### src/rtl/pos_grant_decoder.sv
// Turns an encoded lowest-set-bit position into a held one-hot grant for four agents.
// The grant is released by the owner's done strobe or force-released after TIMEOUT cycles.
module pos_grant_decoder #(
    parameter int TIMEOUT = 15,
    parameter int CNT_W   = 4
) (
    input  logic       clk,
    input  logic       rst_n,
    input  logic       in_valid,
    output logic       in_ready,
    input  logic [1:0] in_pos,
    input  logic       in_zero,
    input  logic [3:0] done,
    output logic [3:0] grant,
    output logic       grant_valid,
    output logic       busy,
    output logic       timeout_err
);

    typedef enum logic {
        IDLE  = 1'b0,
        GRANT = 1'b1
    } state_t;

    localparam logic [CNT_W-1:0] CNT_MAX = '1;
    localparam logic [CNT_W-1:0] TO_LAST = CNT_W'((TIMEOUT > 0) ? TIMEOUT - 1 : 0);

    state_t           state, state_next;
    logic [3:0]       grant_next;
    logic [CNT_W-1:0] cnt, cnt_next;
    logic             err_next;
    logic             done_hit;

    always_ff @(posedge clk or negedge rst_n) begin
        if (!rst_n) begin
            state       <= IDLE;
            grant       <= 4'b0000;
            cnt         <= '0;
            timeout_err <= 1'b0;
        end else begin
            state       <= state_next;
            grant       <= grant_next;
            cnt         <= cnt_next;
            timeout_err <= err_next;
        end
    end

    // Only the current owner's done bit can end a grant.
    assign done_hit = |(done & grant);

    always_comb begin
        state_next = state;
        grant_next = grant;
        cnt_next   = cnt;
        err_next   = 1'b0;
        case (state)
            IDLE: begin
                if (in_valid && !in_zero) begin
                    grant_next = 4'b0001 << in_pos;
                    cnt_next   = '0;
                    state_next = GRANT;
                end
            end
            GRANT: begin
                cnt_next = (cnt == CNT_MAX) ? cnt : cnt + 1'b1;
                // done takes precedence over a timeout landing on the same cycle
                if (done_hit) begin
                    grant_next = 4'b0000;
                    cnt_next   = '0;
                    state_next = IDLE;
                end else if ((TIMEOUT != 0) && (cnt == TO_LAST)) begin
                    grant_next = 4'b0000;
                    cnt_next   = '0;
                    state_next = IDLE;
                    err_next   = 1'b1;
                end
            end
            default: begin
                grant_next = 4'b0000;
                cnt_next   = '0;
                state_next = IDLE;
            end
        endcase
    end

    assign in_ready    = (state == IDLE);
    assign busy        = (state == GRANT);
    assign grant_valid = |grant;

endmodule

### config.mk
export PLATFORM = sky130hd
export DESIGN_NAME = pos_grant_decoder
export DESIGN_NICKNAME = d
export VERILOG_FILES = /design/src/rtl/pos_grant_decoder.sv
export SDC_FILE = /design/constraint.sdc
export NUM_CORES = 1
export LEC_CHECK = 0
export ABC_AREA = 1
export CAP_MARGIN = 20
export CORE_MARGIN = 2
export CORE_UTILIZATION = 43
export CTS_CLUSTER_DIAMETER = 120
export CTS_CLUSTER_SIZE = 24
export DETAILED_ROUTE_END_ITERATION = 8
export HOLD_SLACK_MARGIN = 0.06
export PLACE_DENSITY = 0.75
export SYNTH_ARGS = -nofsm -noshare
export SYNTH_HDL_FRONTEND = slang
export SYNTH_SLANG_ARGS = --single-unit
export TNS_END_PERCENT = 30
### constraint.sdc
create_clock -name clk -period 1.6 [get_ports clk]
set_clock_uncertainty 0.15 [all_clocks]
set_input_delay 0.48 -clock clk [delete_from_list [all_inputs] [get_ports clk]]
set_output_delay 0.48 -clock clk [all_outputs]
set_load 0.02 [all_outputs]
==> flow_metrics.py <==
metrics = {
    "placed_design": {
        "gp_congestion": 0.741,
        "place_inst": 111,
        "io_buffers": 17,
        "place_worst_setup_slack_ns": -0.495,
        "place_hpwl_um": 1080,
    },
    "synth": {
        "ys_warn_count": 0,
        "syn_nets": 82,
        "synth_top_area_cell": "dfrtp_1",
        "syn_area_per_cell_um2": 8.01,
        "yosys.area.top_type_share_pct": 44.6,
        "synth_area_leaders": "dfrtp_1 45%, nand2_1 18%, inv_1 4.7%",
        "postSynth.asyncResetShare_pct": 100,
        "yosysSeqAreaShare_pct": 44.6,
        "synth_edf_count": 0,
        "syn_area_um2": 561,
        "yosys-top-cells-count": "27 x nand2_1, 10 x dfrtp_1, 7 x inv_1",
        "yosysMostFrequentCell": "nand2_1",
        "netlist_instances": 70,
        "ys_seq_elements": 10,
        "synthFlopType": "dfrtp_1",
        "yosysUniqueCellTypes": 17,
    },
    "power": {
        "leakagePower_nw": 0.457,
        "peakVddDrop_mv": 1.05,
        "p_total_w": 0.00130,
        "power_density_nw_per_um2": 1540,
    },
    "sta": {
        "finalMaxSlewViolations": 0,
        "hold_viol": 0,
        "setup_tns_ns": -0.453,
        "period_needed_ns": 1.97,
        "worst_pin_slew_ns": 0.253,
        "fmax_ghz": 0.509,
        "finalSetupViolCount": 2,
        "period_share_pct": 123,
        "setup_ws_ns": -0.365,
        "grt_setup_unrepaired": "yes",
        "fin_hold_ws_ns": 0.356,
        "maxSlewHeadroom_pct": 83.1,
    },
    "finish": {
        "nNetsFinal": 114,
        "area_delta_synth_final_pct": 51.3,
        "fillers": 101,
        "antennaDiodeCount": 0,
        "drive_above_1_share_pct": 30.7,
        "fin_cells": 116,
    },
    "clocking": {
        "cts_tree": "built",
        "cts-root-buf": "clkbuf_4",
        "clkSlewWorstSetupHoldPaths_ns": 0.07,
        "clk_latency_ns": 0.26,
        "h-tree-depth": 1,
        "clockBufferDepth": 2,
        "cts_sinks": 10,
        "cts_buffers": 3,
    },
    "floorplan": {
        "start_util_pct": 44.8,
        "die_y_um": 40.1,
        "core-area_um2": 1250,
        "pin_count": 18,
        "dieArea_um2": 1610,
        "dieWidth_um": 40.1,
        "rows": 13,
    },
    "detailed_routing": {
        "first_pass_iters": 4,
        "wl_per_cell_um": 11.1,
        "drt-initial-drc-count": 15,
        "vias": 538,
        "drt-total-wl_um": 1290,
        "drcViolationCount": 0,
        "routed_via_density": 4.64,
        "drtAntennaViolNets": 0,
    },
    "global_route": {
        "overflow": 0,
        "antenna_found_initial": 0,
        "grt_pass1_wl_um": 2080,
        "grtUsageTotal_pct": 20.1,
        "grt_start_max_net_pins": 11,
        "grt_pass1_vias": 485,
    },
    "hold_path": {
        "hold_class": "input pin to async pin",
    },
    "job": {
        "max_cap_viol_count": 0,
    },
    "critical_path": {
        "cp.required_ns": 0.97,
        "crit_type": "flip-flop to output port",
        "crit_arrival_ns": 1.34,
        "worst_setup_path_end_kind": "output port",
        "start_kind": "flip-flop",
        "worstPathMaxFanout": 2,
    },
    "status": {
        "violations": "negative setup slack",
        "status": "finished, violations left",
    },
}
metal layers:
metal	global-route usage (%)	share of wire [%]	up-vias
met5	0	0	-
met4	10.3	1.5	0
met3	3.89	1.9	2
met2	32.3	52	9
met1	25.3	45	241
li1	-	-	286
state kept, by name, summed over array words and instances, names as in the netlist:
signal and flops:
cnt 4, grant 4, busy 1, timeout_err 1
worst max-delay path, stage by stage, from the launching register on:
cell	delay (ns)
dfrtp_1	0.39
or4_4	0.54
buf_6	0.15
cells by family after synthesis:
| family | count (synthesis) | share of synthesized area [%] |
|---|---|---|
| xor+xnor | 2 | 3.13 |
| compound gates | 1 | 0.892 |
| flops | 10 | 44.6 |
| fa+ha+maj | 2 | 4.46 |
| simple gates | 48 | 42.2 |
| buf+inv | 7 | 4.69 |
path summary, 6_finish.rpt:
check | to | depth (start not counted) | start | slack, ns
setup reg to reg | cnt[3] | 9 | grant[3] | 0.10
min in group clk | cnt[1] | 2 | cnt[1] | 0.40
hold reg to reg | cnt[1] | 2 | cnt[1] | 0.40
setup / recovery | grant_valid | 2 | grant[3] | -0.37
max in group asynchronous | grant[1] | 2 | rst_n | 0.79
hold / removal | grant[2] | 2 | rst_n | 0.36
final cells by class:
cell class                 count  area (um2)  area share [%]
timing repair buffer          27         236            27.9
sequential                    10         253            29.8
multi-input combinational     53         288            33.9
tap                           15        18.8            2.21
clock buffer                   4        26.3            3.10
inverter                       7        26.3            3.10
placed cells by master (no fill, tap or decap):
master,count
nand4_1,4
nand2_2,3
clkbuf_4,3
ha_1,2
nand2_1,27
nor2_4,1
nor2_1,4
buf_4,11
or4_4,1
nor2_2,1
nand3_1,3
buf_2,1
nand2_4,1
a21oi_1,1
buf_6,4
clkbuf_2,1
dfrtp_2,2
dfrtp_1,8
inv_1,7
clkdlybuf4s50_1,9
nor3_1,1
nor3_2,1
nand3_2,1
xor2_1,2
dlygate4sd2_1,1
clkbuf_1,1
power breakdown:
| part | internal, W | switching (W) | total, W | leakage [nW] |
|---|---|---|---|---|
| Sequential | 0.000323 | 0.0000624 | 0.000386 | 0.131 |
| Combinational | 0.000342 | 0.000396 | 0.000738 | 0.311 |
| Clock | 0.0000960 | 0.0000832 | 0.000179 | 0.0150 |
per-stage QoR:
stage | instance area (um2) | util, %
2_1_floorplan | 567 | -
3_3_place_gp | 823 | 65.7
3_5_place_dp | 823 | 65.7
4_1_cts | 825 | 65.8
5_1_grt | 848 | 67.7
6_report | 848 | 67.7
what timing repair did:
action / 4_1_cts / 5_1_grt
setup buffers: 0 / 2
hold endpoints to repair: 0 / 0
hold buffers: 0 / 0
pin swaps: 1 / 1
endpoints found under the setup margin: 8 / 7
gates resized for setup: 29 / 8
Power figures use the tool's default switching activity.
